[src/rtl/mem_arbiter.sv]
// rtl/mem_arbiter.sv - single-port memory arbiter for an instruction-fetch and a load/store requester
// Ports: clk, rst_n (async, active-low)
//        i_req/i_addr -> i_gnt/i_rvalid/i_rdata/i_err   fetch requester (read-only)
//        d_req/d_we/d_addr/d_wdata/d_wstrb -> d_gnt/d_rvalid/d_rdata/d_err   load/store requester
//        m_req/m_we/m_addr/m_wdata/m_wstrb <- m_gnt/m_rvalid/m_rdata   shared memory port
//        i_stall/d_stall   datapath freeze controls
module mem_arbiter #(
    parameter int AW            = 32,
    parameter int DW            = 32,
    parameter int DATA_PRIORITY = 0,
    parameter int TIMEOUT       = 255
) (
    input  logic            clk,
    input  logic            rst_n,
    input  logic            i_req,
    input  logic [AW-1:0]   i_addr,
    output logic            i_gnt,
    output logic            i_rvalid,
    output logic [DW-1:0]   i_rdata,
    output logic            i_err,
    input  logic            d_req,
    input  logic            d_we,
    input  logic [AW-1:0]   d_addr,
    input  logic [DW-1:0]   d_wdata,
    input  logic [DW/8-1:0] d_wstrb,
    output logic            d_gnt,
    output logic            d_rvalid,
    output logic [DW-1:0]   d_rdata,
    output logic            d_err,
    output logic            m_req,
    output logic            m_we,
    output logic [AW-1:0]   m_addr,
    output logic [DW-1:0]   m_wdata,
    output logic [DW/8-1:0] m_wstrb,
    input  logic            m_gnt,
    input  logic            m_rvalid,
    input  logic [DW-1:0]   m_rdata,
    output logic            i_stall,
    output logic            d_stall
);

    localparam bit             TO_EN    = (TIMEOUT != 0);
    localparam int             CW       = TO_EN ? $clog2(TIMEOUT + 1) : 1;
    localparam logic [CW-1:0]  CNT_LAST = TO_EN ? CW'(TIMEOUT - 1) : '0;
    localparam logic [CW-1:0]  CNT_MAX  = CW'(TIMEOUT);

    typedef enum logic {S_IDLE, S_BUSY} state_t;

    // Port encoding for owner/lock/winner: 1 = data, 0 = fetch.
    state_t        state_q, state_d;
    logic          owner_q, owner_d;
    logic          lock_q, lock_d;
    logic          lock_own_q, lock_own_d;
    logic          rr_data_q, rr_data_d;   // 1 = data wins the next conflict
    logic [CW-1:0] cnt_q, cnt_d;

    logic win_d;
    logic any_req;
    logic lock_hold;
    logic to_hit;
    logic respond;

    // Winner selection. A locked winner is kept only while it still requests;
    // if it dropped its request, arbitration restarts in the same cycle.
    always_comb begin
        any_req   = i_req | d_req;
        lock_hold = lock_q & (lock_own_q ? d_req : i_req);
        if (lock_hold) begin
            win_d = lock_own_q;
        end else if (i_req && d_req) begin
            win_d = (DATA_PRIORITY != 0) ? 1'b1 : rr_data_q;
        end else begin
            win_d = d_req;
        end
        // Timeout fires in the BUSY cycle in which the count would reach TIMEOUT.
        to_hit  = TO_EN && (state_q == S_BUSY) && !m_rvalid && (cnt_q == CNT_LAST);
        respond = (state_q == S_BUSY) && (m_rvalid || to_hit);
    end

    always_ff @(posedge clk or negedge rst_n) begin
        if (!rst_n) begin
            state_q    <= S_IDLE;
            owner_q    <= 1'b0;
            lock_q     <= 1'b0;
            lock_own_q <= 1'b0;
            rr_data_q  <= 1'b1;
            cnt_q      <= '0;
        end else begin
            state_q    <= state_d;
            owner_q    <= owner_d;
            lock_q     <= lock_d;
            lock_own_q <= lock_own_d;
            rr_data_q  <= rr_data_d;
            cnt_q      <= cnt_d;
        end
    end

    always_comb begin
        state_d    = state_q;
        owner_d    = owner_q;
        lock_d     = lock_q;
        lock_own_d = lock_own_q;
        rr_data_d  = rr_data_q;
        cnt_d      = cnt_q;
        case (state_q)
            S_IDLE: begin
                if (!any_req) begin
                    lock_d = 1'b0;
                end else if (m_gnt) begin
                    state_d   = S_BUSY;
                    owner_d   = win_d;
                    rr_data_d = ~win_d;
                    cnt_d     = '0;
                    lock_d    = 1'b0;
                end else begin
                    lock_d     = 1'b1;
                    lock_own_d = win_d;
                end
            end
            S_BUSY: begin
                if (respond) begin
                    state_d = S_IDLE;
                end else if (cnt_q != CNT_MAX) begin
                    cnt_d = cnt_q + 1'b1;
                end
            end
            default: state_d = S_IDLE;
        endcase
    end

    // Everything is forced to zero while reset is asserted, even the paths
    // that are purely combinational from the requester inputs.
    always_comb begin
        i_gnt    = 1'b0;
        i_rvalid = 1'b0;
        i_rdata  = '0;
        i_err    = 1'b0;
        d_gnt    = 1'b0;
        d_rvalid = 1'b0;
        d_rdata  = '0;
        d_err    = 1'b0;
        m_req    = 1'b0;
        m_we     = 1'b0;
        m_addr   = '0;
        m_wdata  = '0;
        m_wstrb  = '0;
        i_stall  = 1'b0;
        d_stall  = 1'b0;
        if (rst_n) begin
            if (state_q == S_IDLE && any_req) begin
                m_req   = 1'b1;
                m_we    = win_d & d_we;
                m_addr  = win_d ? d_addr : i_addr;
                m_wdata = (win_d && d_we) ? d_wdata : '0;
                m_wstrb = (win_d && d_we) ? d_wstrb : '0;
                i_gnt   = m_gnt & ~win_d;
                d_gnt   = m_gnt & win_d;
            end
            if (respond) begin
                if (owner_q) begin
                    d_rvalid = 1'b1;
                    d_rdata  = m_rvalid ? m_rdata : '0;
                    d_err    = ~m_rvalid;
                end else begin
                    i_rvalid = 1'b1;
                    i_rdata  = m_rvalid ? m_rdata : '0;
                    i_err    = ~m_rvalid;
                end
            end
            i_stall = i_req & ~i_rvalid;
            d_stall = (d_req | (state_q == S_BUSY && owner_q)) & ~d_rvalid;
        end
    end

`ifndef SYNTHESIS
    // A pending (not yet granted) request must keep its fields steady.
    a_i_stable: assert property (@(posedge clk) disable iff (!rst_n)
        (i_req && !i_gnt && !(state_q == S_BUSY && !owner_q)) |=> (!i_req || $stable(i_addr)));
    a_d_stable: assert property (@(posedge clk) disable iff (!rst_n)
        (d_req && !d_gnt && !(state_q == S_BUSY && owner_q))
        |=> (!d_req || $stable({d_we, d_addr, d_wdata, d_wstrb})));
`endif

endmodule

[config.mk]
export PLATFORM = sky130hd
export DESIGN_NAME = mem_arbiter
export DESIGN_NICKNAME = d
export VERILOG_FILES = /design/src/rtl/mem_arbiter.sv
export SDC_FILE = /design/constraint.sdc
export NUM_CORES = 1
export LEC_CHECK = 0
export CAP_MARGIN = 20
export CORE_AREA = 4 4 107 109
export CTS_CLUSTER_SIZE = 20
export DETAILED_ROUTE_END_ITERATION = 8
export DIE_AREA = 0 0 111 113
export PLACE_DENSITY = 0.71
export SLEW_MARGIN = 20
export SYNTH_ARGS = -nofsm -noshare
export SYNTH_HDL_FRONTEND = slang
export SYNTH_SLANG_ARGS = --single-unit
[constraint.sdc]
create_clock -name clk -period 1.8 [get_ports clk]
set_input_delay 0.36 -clock clk [delete_from_list [all_inputs] [get_ports clk]]
set_output_delay 0.36 -clock clk [all_outputs]
set_load 0.01 [all_outputs]
==> flow_summary_export.csv <==
group,metric,value,unit
global_route,grt_pass1_vias,3825,
die,rows,38,
die,initial_core_util,19.1,%
power,power.density,404,mW/mm2
placement,io_buffers,280,
cells_and_area,drive_above_1_share,57.9,%
clock_network,cts_buffer_depth,2,
global_route,grt_busiest_layer,"met2",
global_route,grt_pass1_wl,21400,um
logic_synthesis,yosysTopAreaCell,"and2_1",
global_route,met2_usage,38.8,%
global_route,grtUsageMet3,6.26,%
clock_network,cts_max_level,1,
cells_and_area,nNetsFinal,800,
critical_path,worstPathCellList,"o21ba_4 > and2_4 > buf_12 > buf_8 > clkbuf_16 > nand2_2 > o21ai_2 > buf_2",
logic_synthesis,yosysWarningCount,0,
global_route,use_met1,23.5,%
timing,setup_slack,-385,ps
die,core_area,0.0106,mm2
power,p_total,2.65,mW
die,dieHeight,113,um
logic_synthesis,postSynthAreaPerCell,6.46,um2
placement,dpl-instance-area,0.00516,mm2
route,drt-vias-per-instance,4.76,
timing,fmax,0.458,GHz
route,initialDrtViolationCount,172,
logic_synthesis,synth_compound_area_share,16.6,%
clock_network,clkTransAtPathRegs,60,ps
critical_path,worst-setup-path-type,"flip-flop to primary output",
critical_path,critical_path.max_fanout,8,
route,routed_wl,15600,um
global_route,grt_max_degree,20,
clock_network,cts.sinks,13,
logic_synthesis,ys_ff_latch,13,
critical_path,cp-start-kind,"flip-flop",
cells_and_area,stdcell_area,0.00657,mm2
route,postRouteAntennaNets,0,
power,power_switching,0.989,mW
logic_synthesis,synth_mux_area_share,1.55,%
logic_synthesis,synth-simple-area-share,56.9,%
placement,post-dp-hpwl,9160,um
global_route,grt_antenna_before_repair,0,
outcome,outcome,"finished with violations",
critical_path,critPathArrivalTime,1820,ps
timing,finClkSkew,2.02,ps
clock_network,cts_tree,"built",
logic_synthesis,synth-seq-area-share,16.2,%
power,power.share.clock,9.9,%
logic_synthesis,synth.area.top_cells,"and2_1 (32%), dfrtp_1 (15%), nand3_1 (9.7%), o21ai_0 (9.2%), nand2_1 (7.8%)",
power,pwr-share-seq,14.5,%
timing,tightest_slew,283,ps
timing,rsz0062_at_grt,"true",
logic_synthesis,yosysTopAreaCellShare,32.2,%
route,wl_per_cell,19.6,um
placement,gp_congestion,0.913,
power,p_sw_share,37.3,%
timing,setup_viol,143,
power,irDropWorstVdd,0.236,mV
die,dieArea,0.0125,mm2
timing,finalMaxSlewViolations,0,
cells_and_area,antenna_cells,0,
placement,place_ws,-883,ps
power,p_leak,3.05,nW
die,dieWidth,111,um
logic_synthesis,synth_top_family_by_area,"simple AND/OR/NAND/NOR gates",
timing,finalHoldViolCount,0,
cells_and_area,fill_cells,848,
outcome,violations,"setup timing",
logic_synthesis,synth.distinct_cells,35,
critical_path,cpPeakStageDelay,400,ps
timing,fin_crit,2180,ps
min_path,hold_class,"input port to async pin",
cells_and_area,fin_cells,798,
route,firstDrtPassIters,4,
clock_network,numCtsBuffers,3,
critical_path,crit_required,1440,ps
logic_synthesis,synthXorXnorAreaFrac,0,%
route,drc_errors,0,
clock_network,clock-root-buffer,"clkbuf_8",
placement,placed_cells,737,
global_route,gr-total-overflow,0,
logic_synthesis,netlist_area,0.00202,mm2
die,io-pin-count,281,
clock_network,clk_latency,240,ps
logic_synthesis,synth.net_count,454,
global_route,grt_usage,20.9,%
critical_path,crit_slowest_cell,"dfrtp_1",
power,pwr-share-comb,75.6,%
cells_and_area,area_delta_synth_final,225,%
route,vias,3799,
logic_synthesis,synthAdderAreaFrac,1.24,%
timing,slew_headroom,80.9,%
timing,fin_crit_sh,121,%
critical_path,end_kind,"primary output",
logic_synthesis,netlist_instances,313,
flow_run,cap_viol_max_count,0,
power,internal_power,1.66,mW
clock_network,hold_buffers,0,
## repair_timing
item                                    in CTS  in global routing
gates resized for setup                    715                168
endpoints found under the setup margin     144                145
pin swaps                                   44                 67
setup buffers                               24                 18
gates cloned                                17                  5
## layer usage
metal  share of wire, %  up-vias
li1                   -     1752
met1                 36     1774
met2                 53      247
met3                9.6       26
met4                1.9        0
met5                  0        -
## cells in the mapped netlist, drive strengths merged
cell	number
a221o	1
nand3	39
ha	2
and2	105
a211o	2
nand2b	3
dfstp	1
nor2b	1
and3	4
dfrtp	12
clkbuf	12
mux2i	2
inv	2
a21o	4
buf	15
mux2	1
nor3	6
a21oi	1
o21ai	37
nor2	8
nor4	1
a22o	3
a21boi	1
nand2	42
o21ba	1
a41o	2
o21bai	1
or2	1
a31oi	2
and4	1
## sequential cells by signal, summed over array words and instances, names as in the netlist
| signal | flops |
|---|---|
| cnt_q | 8 |
| lock_own_q | 1 |
| owner_q | 1 |
| state_q | 1 |
| lock_q | 1 |
| rr_data_q | 1 |
## logic make-up after synthesis
family | Yosys count
simple gates | 211
compound gates | 55
buf+inv | 29
flops | 13
mux | 3
fa+ha+maj | 2
## per-stage QoR
step	hold WS [ps]	utilization (%)	TNS, ps
6_report	324	62.0	-37600
5_1_grt	338	62.0	-45880
4_1_cts	293	55.1	-28380
3_5_place_dp	495	48.7	-104230
3_3_place_gp	486	48.7	-102400
2_1_floorplan	64.4	-	0
## critical path, delay by kind of cell, from the launching register on
family	cells	cell delay [ps]
and+or+nand+nor	2	210
DFF	1	400
AOI/OAI and AO/OA	2	360
buffers and inverters	4	600
## path summary, 6_finish.rpt
| kind | start | end | slack [ps] | cells after the start |
|---|---|---|---|---|
| max reg2reg | cnt_q[0] | cnt_q[6] | -60 | 7 |
| min reg2reg | rr_data_q | rr_data_q | 520 | 2 |
| max in group asynchronous | rst_n | rr_data_q | 1260 | 2 |
| max | state_q | m_addr[17] | -380 | 8 |
| min in group clk | rr_data_q | rr_data_q | 520 | 2 |
| min | rst_n | owner_q | 320 | 2 |
## power by group through the flow
| stage | logic (mW) | clock network, mW | registers (mW) |
|---|---|---|---|
| after detailed placement | 1.22 | 0 | 0.372 |
| after global routing | 2.12 | 0.283 | 0.388 |
| after floorplan | 0.439 | 0 | 0.389 |
| after global placement | 1.21 | 0 | 0.370 |
| final | 2.01 | 0.261 | 0.385 |
| after CTS | 1.68 | 0.265 | 0.381 |
## layout by cell type (no fill, tap or decap), types with 5 or more instances in the layout
master,instances
nand3_4,12
and2_4,58
o21ai_2,24
buf_4,37
nand3_2,21
buf_2,78
clkbuf_16,5
buf_12,14
nand2_4,5
and2_1,47
buf_6,76
nand3_1,6
clkdlybuf4s50_1,134
buf_8,5
nand2_1,30
buf_16,15
o21ai_1,8
nand2_2,7
dfrtp_1,12
## cell type report
| class | count | area, um2 | share of cell area, % |
|---|---|---|---|
| tap | 140 | 175 | 2.67 |
| clock buffer | 4 | 45.0 | 0.686 |
| multi-input combinational | 271 | 2220 | 33.8 |
| inverter | 2 | 7.51 | 0.114 |
| timing repair buffer | 368 | 3800 | 57.8 |
| sequential | 13 | 327 | 4.97 |
Power figures use the tool's default switching activity.
